File: config.mk
export PLATFORM = sky130hd
export DESIGN_NAME = p2s_s2p_param_flat
export DESIGN_NICKNAME = d
export VERILOG_FILES = /design/src/rtl/p2s_s2p_param_if.sv /design/src/rtl/p2s_s2p_param.sv /design/src/flat_wrapper.sv
export SDC_FILE = /design/constraint.sdc
export NUM_CORES = 1
export LEC_CHECK = 0
export CAP_MARGIN = 20
export CORE_UTILIZATION = 50
export CTS_CLUSTER_DIAMETER = 150
export DETAILED_ROUTE_END_ITERATION = 10
export HOLD_SLACK_MARGIN = 0.08
export PLACE_DENSITY = 0.78
export SKIP_LAST_GASP = 1
export SYNTH_ARGS = -nofsm -noshare
export SYNTH_HDL_FRONTEND = slang
export SYNTH_SLANG_ARGS = --single-unit
File: constraint.sdc
create_clock -name IN_CLK -period 4.6 [get_ports IN_CLK]
set_input_delay 0.46 -clock IN_CLK [delete_from_list [all_inputs] [get_ports IN_CLK]]
set_output_delay 0.46 -clock IN_CLK [all_outputs]
set_load 0.005 [all_outputs]
File: src/rtl/p2s_s2p_param_if.sv
// p2s_s2p_param_if
// Handshake and data bundle of the loopback serializer/deserializer.
// The clock and reset stay plain ports on the block itself.
//   IN_ENB        global enable, low stalls TX and RX
//   IN_VALID      parallel word offered
//   OUT_READY     block accepts the offered word this cycle
//   IN_DIR        1 = MSB chunk first, 0 = LSB chunk first (sampled at capture)
//   IN_LANES      LANES x WIDTH parallel word, lane k at [WIDTH*k +: WIDTH]
//   OUT_SER       serial chunk currently on the internal bus (probe)
//   OUT_SER_VALID strobe on the last cycle of each beat
//   OUT_LANES     reassembled word
//   OUT_VALID     one-cycle pulse when OUT_LANES is updated
//   OUT_BUSY      TX is shifting a frame
interface p2s_s2p_param_if #(
   parameter int WIDTH = 8,
   parameter int LANES = 4,
   parameter int SER_W = 4
);
   logic                     IN_ENB;
   logic                     IN_VALID;
   logic                     OUT_READY;
   logic                     IN_DIR;
   logic [WIDTH*LANES-1:0]   IN_LANES;
   logic [SER_W-1:0]         OUT_SER;
   logic                     OUT_SER_VALID;
   logic [WIDTH*LANES-1:0]   OUT_LANES;
   logic                     OUT_VALID;
   logic                     OUT_BUSY;

   // word source side
   modport master (
      output IN_ENB, IN_VALID, IN_DIR, IN_LANES,
      input  OUT_READY, OUT_SER, OUT_SER_VALID, OUT_LANES, OUT_VALID, OUT_BUSY
   );

   // serializer/deserializer side
   modport slave (
      input  IN_ENB, IN_VALID, IN_DIR, IN_LANES,
      output OUT_READY, OUT_SER, OUT_SER_VALID, OUT_LANES, OUT_VALID, OUT_BUSY
   );
endinterface

File: src/rtl/p2s_s2p_param.sv
// p2s_s2p_param
// Single-clock loopback serializer/deserializer. A captured LANES x WIDTH
// word is sent SER_W bits per beat over an internal bus, one beat every DIV
// enabled cycles, and reassembled on the receive side. Back-to-back frames
// are gapless: a new word can be captured on the final strobe of the
// current one.
// Ports:
//   IN_CLK    clock, rising edge
//   IN_RESET  asynchronous reset, active low
//   bus       p2s_s2p_param_if slave modport (handshake, data, status)
module p2s_s2p_param #(
   parameter int WIDTH = 8,
   parameter int LANES = 4,
   parameter int SER_W = 4,
   parameter int DIV   = 1
) (
   input logic               IN_CLK,
   input logic               IN_RESET,
   p2s_s2p_param_if.slave    bus
);
   localparam int N     = WIDTH * LANES;
   localparam int BEATS = N / SER_W;
   localparam int BW    = (BEATS > 1) ? $clog2(BEATS) : 1;
   localparam int DW    = (DIV > 1) ? $clog2(DIV) : 1;

   if ((N % SER_W) != 0) begin : g_bad_ser_w
      $error("p2s_s2p_param: WIDTH*LANES must be a multiple of SER_W");
   end
   if (DIV < 1) begin : g_bad_div
      $error("p2s_s2p_param: DIV must be >= 1");
   end

   typedef enum logic {IDLE, SHIFT} state_t;

   state_t           state, state_nxt;
   logic [DW-1:0]    div_cnt;
   logic [BW-1:0]    beat_cnt;
   logic [N-1:0]     sh;          // TX shift register
   logic [N-1:0]     acc;         // RX accumulator
   logic [N-1:0]     out_lanes;
   logic             dir_q;
   logic             pend;        // completed frame waiting for an enabled cycle

   logic             en, strobe, last_beat, fin, ready, cap;
   logic [SER_W-1:0] chunk;
   logic [N-1:0]     sh_nxt, acc_nxt;
   logic [N+SER_W-1:0] sh_ext, acc_ext;

   assign en        = bus.IN_ENB;
   assign strobe    = en && (state == SHIFT) && (div_cnt == DW'(DIV - 1));
   assign last_beat = (beat_cnt == BW'(BEATS - 1));
   assign fin       = strobe && last_beat;
   // reset term keeps OUT_READY low while the block is held in reset
   assign ready     = IN_RESET && en && ((state == IDLE) || fin);
   assign cap       = bus.IN_VALID && ready;

   assign chunk = dir_q ? sh[N-1 -: SER_W] : sh[SER_W-1:0];

   // Shifts done through an extended vector so BEATS == 1 needs no special case.
   // MSB-first: drop top chunk, refill at the bottom; LSB-first: the reverse.
   always_comb begin
      sh_ext  = '0;
      acc_ext = '0;
      if (dir_q) begin
         sh_ext  = {sh, {SER_W{1'b0}}};
         sh_nxt  = sh_ext[N-1:0];
         acc_ext = {acc, chunk};
         acc_nxt = acc_ext[N-1:0];
      end else begin
         sh_ext  = {{SER_W{1'b0}}, sh};
         sh_nxt  = sh_ext[N+SER_W-1:SER_W];
         acc_ext = {chunk, acc};
         acc_nxt = acc_ext[N+SER_W-1:SER_W];
      end
   end

   // TX FSM
   always_ff @(posedge IN_CLK or negedge IN_RESET) begin
      if (!IN_RESET) state <= IDLE;
      else           state <= state_nxt;
   end

   always_comb begin
      state_nxt = state;
      case (state)
         IDLE:    if (cap) state_nxt = SHIFT;
         SHIFT:   if (fin && !cap) state_nxt = IDLE;
         default: state_nxt = IDLE;
      endcase
   end

   // TX datapath: capture, DIV pacing, beat counting
   always_ff @(posedge IN_CLK or negedge IN_RESET) begin
      if (!IN_RESET) begin
         div_cnt  <= '0;
         beat_cnt <= '0;
         sh       <= '0;
         dir_q    <= 1'b0;
      end else if (cap) begin
         div_cnt  <= '0;
         beat_cnt <= '0;
         sh       <= bus.IN_LANES;
         dir_q    <= bus.IN_DIR;
      end else if (en && (state == SHIFT)) begin
         if (strobe) begin
            div_cnt  <= '0;
            beat_cnt <= last_beat ? '0 : beat_cnt + BW'(1);
            sh       <= sh_nxt;
         end else begin
            div_cnt  <= div_cnt + DW'(1);
         end
      end
   end

   // RX: accumulate on every strobe; the final strobe publishes the word.
   // acc_nxt uses the frame's own direction even when a new word is
   // captured on that same edge.
   always_ff @(posedge IN_CLK or negedge IN_RESET) begin
      if (!IN_RESET) begin
         acc       <= '0;
         out_lanes <= '0;
         pend      <= 1'b0;
      end else begin
         if (strobe) acc <= acc_nxt;
         if (fin)    out_lanes <= acc_nxt;
         // pulse is deferred past stalled cycles rather than dropped
         if (en)     pend <= fin;
      end
   end

   assign bus.OUT_READY     = ready;
   assign bus.OUT_SER       = chunk;
   assign bus.OUT_SER_VALID = strobe;
   assign bus.OUT_LANES     = out_lanes;
   assign bus.OUT_VALID     = pend && en;
   assign bus.OUT_BUSY      = (state == SHIFT);
endmodule

File: src/flat_wrapper.sv
// flat-port wrapper written by rule: the top's interface ports become plain ports
module p2s_s2p_param_flat 
#(
   parameter int WIDTH = 8,
   parameter int LANES = 4,
   parameter int SER_W = 4,
   parameter int DIV   = 1
)
  (IN_CLK, IN_RESET, bus_IN_ENB, bus_IN_VALID, bus_IN_DIR, bus_IN_LANES, bus_OUT_READY, bus_OUT_SER, bus_OUT_SER_VALID, bus_OUT_LANES, bus_OUT_VALID, bus_OUT_BUSY);
  p2s_s2p_param_if #(.WIDTH(WIDTH), .LANES(LANES), .SER_W(SER_W)) bus_i ();
  input logic IN_CLK;
  input logic IN_RESET;
  input wire logic [$bits(bus_i.IN_ENB)-1:0] bus_IN_ENB;
  input wire logic [$bits(bus_i.IN_VALID)-1:0] bus_IN_VALID;
  input wire logic [$bits(bus_i.IN_DIR)-1:0] bus_IN_DIR;
  input wire logic [$bits(bus_i.IN_LANES)-1:0] bus_IN_LANES;
  output wire logic [$bits(bus_i.OUT_READY)-1:0] bus_OUT_READY;
  output wire logic [$bits(bus_i.OUT_SER)-1:0] bus_OUT_SER;
  output wire logic [$bits(bus_i.OUT_SER_VALID)-1:0] bus_OUT_SER_VALID;
  output wire logic [$bits(bus_i.OUT_LANES)-1:0] bus_OUT_LANES;
  output wire logic [$bits(bus_i.OUT_VALID)-1:0] bus_OUT_VALID;
  output wire logic [$bits(bus_i.OUT_BUSY)-1:0] bus_OUT_BUSY;
  assign bus_i.IN_ENB = bus_IN_ENB;
  assign bus_i.IN_VALID = bus_IN_VALID;
  assign bus_i.IN_DIR = bus_IN_DIR;
  assign bus_i.IN_LANES = bus_IN_LANES;
  assign bus_OUT_READY = bus_i.OUT_READY;
  assign bus_OUT_SER = bus_i.OUT_SER;
  assign bus_OUT_SER_VALID = bus_i.OUT_SER_VALID;
  assign bus_OUT_LANES = bus_i.OUT_LANES;
  assign bus_OUT_VALID = bus_i.OUT_VALID;
  assign bus_OUT_BUSY = bus_i.OUT_BUSY;
  p2s_s2p_param #(.WIDTH(WIDTH), .LANES(LANES), .SER_W(SER_W), .DIV(DIV)) u_core (.IN_CLK(IN_CLK), .IN_RESET(IN_RESET), .bus(bus_i));
endmodule
### Word-level counts from Yosys, hierarchy flattened

Cells that the tools add are included.

| operators by class | value |
|---|---|
| add/subtract/negate cells | 2 |
| equal/unequal tests | 1 |
| muxes and demuxes | 16 |
| bitwise operators | 2 |
| reductions and logical operators | 13 |

Operator list:

| kind | number |
|---|---|
| 2-to-1 mux 32 bit | 5 |
| 2-to-1 mux 3 bit | 4 |
| logical AND 1 bit | 8 |
| 2-to-1 mux 1 bit | 5 |
| 2-to-1 mux 4 bit | 1 |
| nonzero test 2 bit | 2 |
| adder 3 x 1 -> 3 bit (second input constant) | 1 |
| == test 3 bit (second input constant) | 1 |
| NOT 1 bit | 2 |
| case mux 1 bit (2 select lines) | 1 |
| AND reduction 2 bit | 1 |
| adder 1 bit (second input constant) | 1 |
| logical NOT 1 bit | 1 |
| logical OR 1 bit | 1 |

| word-level totals | value |
|---|---|
| bits in registers | 103 |
| input port bits | 37 |
| output and inout bits | 40 |
| word-level logic and storage cells | 42 |

### Logic depth before layout (Yosys ltp)

Gate-level depths: netlist (run 1).

| depth | value |
|---|---|
| depth in word-level cells | 10 |
| depth in mapped cells | 7 |
| depth with buffers taken out | 5 |

### Least setup slack after synthesis (run 1)

No wires, ideal clock.

| timing | value |
|---|---|
| path kind | register to output |
| start | register u_core.beat_cnt[0] |
| end | output bus_OUT_READY |
| data arrival time | 1,382 ps |
| required time | 4,140 ps |
| slack | 2,758 ps |
| cell stages (with the launch flop) | 7 |
| buffers on the path | 1 |
| cells stage by stage | dfrtp_1 ha_1 ha_1 nand4b_1 clkbuf_1 nand2_1 and3_1 |

| on the way | value |
|---|---|
| cells in the longest elaborated chain, start to end | 4 |

RTL lines:

| what | RTL line | RTL |
|---|---|---|
| start: declaration | p2s_s2p_param.sv:37 | `logic [BW-1:0] beat_cnt;` |
| start signal: assignment | p2s_s2p_param.sv:107 | `beat_cnt <= last_beat ? '0 : beat_cnt + BW'(1);` |
| == test 3 bit | p2s_s2p_param.sv:51 | `assign last_beat = (beat_cnt == BW'(BEATS - 1));` |
| logical AND 1 bit | p2s_s2p_param.sv:52 | `assign fin = strobe && last_beat;` |
| logical OR 1 bit | p2s_s2p_param.sv:54 | `assign ready = IN_RESET && en && ((state == IDLE) \|\| fin);` |
| logical AND 1 bit | p2s_s2p_param.sv:54 |  |
| end: declaration | flat_wrapper.sv:17 | `output wire logic [$bits(bus_i.OUT_READY)-1:0] bus_OUT_READY;` |

No other way between the ends.

### Final worst setup path (run 1)

| timing | value |
|---|---|
| start | input bus_IN_ENB |
| end | output bus_OUT_SER_VALID |

| on the way | value |
|---|---|
| cells in the longest elaborated chain, start to end | 2 |

RTL lines:

| what | RTL line | RTL |
|---|---|---|
| start: declaration | flat_wrapper.sv:13 | `input wire logic [$bits(bus_i.IN_ENB)-1:0] bus_IN_ENB;` |
| logical AND 1 bit (2 in series) | p2s_s2p_param.sv:50 | `assign strobe = en && (state == SHIFT) && (div_cnt == DW'(DIV - 1));` |
| end: declaration | flat_wrapper.sv:19 | `output wire logic [$bits(bus_i.OUT_SER_VALID)-1:0] bus_OUT_SER_VALID;` |

No other way between the ends.

==> results of run 1 <==
-- through the flow --
stage | hold WS (ps) | instance area (um2)
floorplan | 164 | 5090
global placement | 458 | 5850
detailed placement | 463 | 5850
CTS | 491 | 6060
global route | 514 | 6060
finish | 484 | 6060
-- synthesized netlist by cell type, drive strengths merged, types with 2 or more instances --
| master | count | area share, % |
|---|---|---|
| a21oi | 2 | 0.20 |
| and3 | 2 | 0.25 |
| buf | 19 | 3.5 |
| clkbuf | 11 | 0.81 |
| dfrtp | 103 | 51 |
| ha | 2 | 0.49 |
| inv | 6 | 0.44 |
| mux2 | 89 | 23 |
| mux2i | 38 | 7.5 |
| nand2 | 72 | 5.3 |
| nor2 | 2 | 0.15 |
| nor2b | 4 | 0.49 |
| o21ai | 65 | 6.4 |
-- state kept, by name, indices dropped and copies added (netlist names) --
signal,flops
u_core.sh,32
u_core.beat_cnt,3
u_core.div_cnt,1
u_core.acc,32
u_core.dir_q,1
u_core.bus.OUT_LANES,32
u_core.pend,1
u_core.bus.OUT_BUSY,1
-- cell families after synthesis --
family,after synthesis,share of synthesized area [%]
flops,103,50.6
simple gates,86,7.05
fa+ha+maj,2,0.491
compound gates,68,6.73
buf+inv,36,4.74
mux,127,30.4
-- path summary, 6_finish.rpt --
kind	from	to	slack, ps
setup reg to reg	u_core.bus.OUT_BUSY	u_core.sh[31]	2260
max in group asynchronous	IN_RESET	u_core.dir_q	2700
min in group asynchronous	IN_RESET	u_core.bus.OUT_LANES[20]	580
hold / removal	u_core.bus.OUT_LANES[7]	u_core.bus.OUT_LANES[7]	480
hold reg to reg	u_core.bus.OUT_LANES[7]	u_core.bus.OUT_LANES[7]	480
setup / recovery	bus_IN_ENB	bus_OUT_SER_VALID	1550
-- area by class of cell --
class | count | area share (%)
sequential | 103 | 42.6
multi-input combinational | 283 | 37.7
timing repair buffer | 82 | 13.3
tap | 133 | 2.75
clock buffer | 9 | 2.04
clock inverter | 7 | 1.28
inverter | 6 | 0.372
-- power breakdown --
group          switching [mW]  internal (mW)
sequential              0.346           1.27
clock                   0.325          0.258
combinational           0.596           1.02
-- routing by layer --
metal / wire [um] / vias up / track usage, %
met5: 0 / - / 0
met4: 49 / 0 / 4.23
met3: 408 / 5 / 4.14
met2: 4680 / 73 / 31.8
met1: 4670 / 1586 / 28.8
li1: - / 1584 / -
-- tightest hold or removal path, delay by kind of cell, from the launching register on --
family	cells	cell delay, ps
and+or+nand+nor	1	50
DFF	1	350
AOI/OAI and AO/OA	1	60
-- what timing repair did --
item / in CTS / in global routing
hold buffers: 1 / 0
gates resized for setup: 0 / 0
hold endpoints to repair: 27 / 0
==> impl_metrics.json, run 1 <==
{
  "status": "finished clean",
  "crit_fanout": 66,
  "start_kind": "input pin",
  "grt-ovfl-total": 0,
  "track_usage_pct": 20.1,
  "fin_ws_ps": 1550,
  "endpoint_kind": "primary output",
  "grt_antenna_before_repair": 0,
  "cts_inserted_buffers": 9,
  "cts-root-buf": "clkbuf_8",
  "antenna_left": 0,
  "yosys_register_bits": 103,
  "fillers": 818,
  "finalSetupTns_ps": 0,
  "syn_area_per_cell_um2": 12.1,
  "cts.sinks": 103,
  "gp_congestion": 0.759,
  "ys.flop_type": "dfrtp_1",
  "p_leak_nw": 2.84,
  "synth_edf_count": 0,
  "htree_num_levels": 3,
  "final_core_util_pct": 61.7,
  "critical_path.max_stage_delay_ps": 720,
  "synth_nets": 461,
  "first_global_vias": 3191,
  "place_inst": 606,
  "io_buffers": 76,
  "grt_pass1_wl_um": 16100,
  "min_path_cells": 2,
  "final_cell_mix": "dfrtp_1 (102), clkdlybuf4s50_1 (75), nand2_1 (72)",
  "layout_commonest_cell": "dfrtp_1",
  "clockBufferDepth": 2,
  "cts_tree": "yes",
  "rows": 36,
  "syn_to_final_growth_pct": 18.9,
  "cts_setup_buffers": 0,
  "worstPathRequired_ps": 4140,
  "synth-async-reset-ratio_pct": 100,
  "worst_pin_slew_ps": 916,
  "nNetsFinal": 524,
  "finalPower_mw": 3.81,
  "grt_max_degree": 68,
  "drive_gt1_share_pct": 17.6,
  "finalCritPeriodShare_pct": 66.3,
  "hold_path.class": "reg -> reg",
  "path_delay_family": "buffers and inverters",
  "crit_chain": "clkdlybuf4s50_1 -> nand3b_4 -> inv_1 -> clkdlybuf4s50_1",
  "min_period_ps": 3050,
  "regArea_um2": 2580,
  "yosysWarnings": 0,
  "start_util_pct": 51.9,
  "drt_first_pass_iters": 4,
  "wl_per_cell_um": 15.7,
  "ioPinCount": 77,
  "vdd_ir_drop_max_v": 0.000341,
  "arrival_ps": 2590,
  "dieArea_um2": 10600,
  "fmax_ghz": 0.328,
  "maxCapViolCount": 0,
  "die_h_um": 103,
  "final_cell_count_no_fill": 623,
  "synth-seq-area-share_pct": 50.6,
  "dp_hpwl_um": 6810,
  "yosysUniqueCellTypes": 26,
  "routed_via_density": 5.21,
  "cp.buffers_inverters": 3,
  "vias": 3248,
  "clk_pin_slew_ps": 90,
  "core_um2": 9820,
  "drc": 0,
  "skew_ps": 14.7,
  "synth_area_um2": 5090,
  "worstSetupPathDepth": 4,
  "power.density_nw_per_um2": 629,
  "finalMaxSlewViolations": 0,
  "netlist_instances": 422,
  "dieWidth_um": 103,
  "critical_path_class": "in -> out",
  "drt_iter0_drc": 163,
  "rsz0062_at_grt": "false",
  "drt-total-wl_um": 9810,
  "multiInputGateArea_um2": 2280,
  "n_antenna_cell": 0,
  "critPathSlowestCell": "nand3b_4",
  "setup_viol": 0,
  "worst_path_most_repeated_cell": "clkdlybuf4s50_1",
  "hold_viol_final": 0,
  "place_ws_ps": 1540,
  "worstRegToRegCells": 4,
  "clkLatencyLatePin_ps": 370,
  "slew_headroom_pct": 38.9
}
No activity file was read; power rests on OpenSTA's default activity.
==> inputs of run 2 (changes only) <==
Settings changed: CORE_UTILIZATION 50 to 49, PLACE_DENSITY 0.78 to 0.79.
Clock period 4.6 ns to 2.56 ns, I/O delays scaled along.
==> run 2 against run 1 <==
Effect of this change:
- register-to-register slack got worse by 1800 ps
- count of clock-buffer cells in the layout increased by 2
- critical path depth decreased by 2
- sequential power increased by 79%
- core utilization increased by 0.058 points
==> impl_metrics.json, run 2 (synthesis results as in run 1) <==
{
  "layout_commonest_cell": "dfrtp_1",
  "start_kind": "flop",
  "cp.buffers_inverters": 1,
  "setup_viol": 0,
  "crit_fanout": 38,
  "first_global_vias": 3238,
  "hold_viol_final": 0,
  "drt_iter0_drc": 109,
  "grt-ovfl-total": 0,
  "arrival_ps": 2130,
  "fin_ws_ps": 172,
  "critPathSlowestCell": "dfrtp_2",
  "rsz0062_at_grt": "false",
  "drc": 0,
  "power.density_nw_per_um2": 1120,
  "path_delay_family": "flip-flops",
  "drt-total-wl_um": 9950,
  "dp_hpwl_um": 6930,
  "critical_path.max_stage_delay_ps": 890,
  "grt_max_degree": 66,
  "drt_first_pass_iters": 4,
  "cts.sinks": 103,
  "cts_tree": "yes",
  "syn_to_final_growth_pct": 20.1,
  "core_um2": 9910,
  "maxCapViolCount": 0,
  "place_area_um2": 5910,
  "skew_ps": 12.8,
  "antenna_left": 0,
  "die_h_um": 104,
  "rows": 36,
  "slew_headroom_pct": 47.4,
  "dieWidth_um": 104,
  "clk_pin_slew_ps": 90,
  "critical_path_class": "reg -> out",
  "finalSetupTns_ps": 0,
  "clkLatencyLatePin_ps": 370,
  "status": "finished clean",
  "grt_antenna_before_repair": 0,
  "routed_via_density": 5.21,
  "ioPinCount": 77,
  "p_leak_nw": 2.86,
  "hold_path.class": "in -> async",
  "start_util_pct": 51.4,
  "regArea_um2": 2580,
  "final_cell_area_um2": 6120,
  "htree_num_levels": 3,
  "vdd_ir_drop_max_v": 0.000557,
  "wl_per_cell_um": 15.8,
  "cts_inserted_buffers": 9,
  "track_usage_pct": 19.2,
  "fillers": 813,
  "min_period_ps": 2390,
  "drive_gt1_share_pct": 18.4,
  "grt_pass1_wl_um": 16200,
  "worst_pin_slew_ps": 789,
  "finalMaxSlewViolations": 0,
  "clockBufferDepth": 2,
  "final_cell_mix": "dfrtp_1 (102), clkdlybuf4s50_1 (75), nand2_1 (72)",
  "gp_congestion": 0.774,
  "place_ws_ps": 465,
  "worstPathRequired_ps": 2300,
  "endpoint_kind": "primary output",
  "dieArea_um2": 10800,
  "crit_chain": "mux2_2 -> clkdlybuf4s50_1",
  "fmax_ghz": 0.419,
  "io_buffers": 76,
  "nNetsFinal": 529,
  "vias": 3275,
  "cts-root-buf": "clkbuf_8",
  "n_antenna_cell": 0,
  "multiInputGateArea_um2": 2280,
  "finalCritPeriodShare_pct": 93.3
}
[run 2: changes by cell type in the layout (fill, tap and decap cells not counted), sizes merged]
cell      change
clkbuf        +2
clkinv        -1
inv           -3
buf           +5
clkinvlp      +2
[run 2: worst reg2reg max path, delay by kind of cell (launching register included)]
kind	cells	cell delay, ps
muxes	1	360
DFF	1	890
buffers and inverters	1	530
AOI/OAI and AO/OA	1	130
[run 2: power by group]
group          leakage [nW]  internal (mW)  total, mW  switching (mW)
Sequential             1.37           2.28       2.90           0.621
Clock                0.0916          0.478       1.02           0.546
Combinational          1.41           1.85       2.94            1.09
[run 2: through the flow]
step                      power (mW)  std cells  hold slack, ps  utilization [%]
after floorplan                 4.88        422           -39.6                -
after global placement          5.74        611            76.4             59.6
after detailed placement        5.88        611            75.4             59.6
after CTS                       6.91        628             231             61.8
after global routing            7.30        628             230             61.8
final                           6.86        628             244             61.8
[run 2: area by class of cell]
class / instances / area share, %
multi-input cells: 283 / 37.3
clock inverters: 5 / 0.941
clock buffers: 11 / 2.31
inverters: 6 / 0.368
repair buffers: 87 / 14.2
flip-flops and latches: 103 / 42.1
well taps: 133 / 2.72
[run 2: final timing paths]
| path | start | end | slack (ps) | cells after the start |
|---|---|---|---|---|
| worst max-delay path | u_core.dir_q | bus_OUT_SER[0] | 170 | 2 |
| worst min-delay path | IN_RESET | u_core.bus.OUT_LANES[19] | 240 | 2 |
| worst max register to register | u_core.dir_q | u_core.acc[0] | 500 | 3 |
| worst min register to register | u_core.bus.OUT_LANES[12] | u_core.bus.OUT_LANES[12] | 490 | 2 |
| max in group asynchronous | IN_RESET | u_core.dir_q | 1460 | 3 |
| min in group IN_CLK | bus_IN_LANES[5] | u_core.sh[5] | 470 | 2 |
[run 2: layer usage]
layer / vias to the layer above / wire, um / GRT usage (%)
li1: 1592 / - / -
met1: 1601 / 4670 / 27.0
met2: 73 / 4720 / 30.3
met3: 9 / 417 / 2.32
met4: 0 / 139 / 7.35
met5: - / 0 / 0
[run 2: what timing repair did]
| item | 4_1_cts | 5_1_grt |
|---|---|---|
| hold buffers | 1 | 0 |
| buffers inserted | 0 | 0 |
| gates resized for setup | 0 | 0 |
| hold endpoints to repair | 2 | 0 |
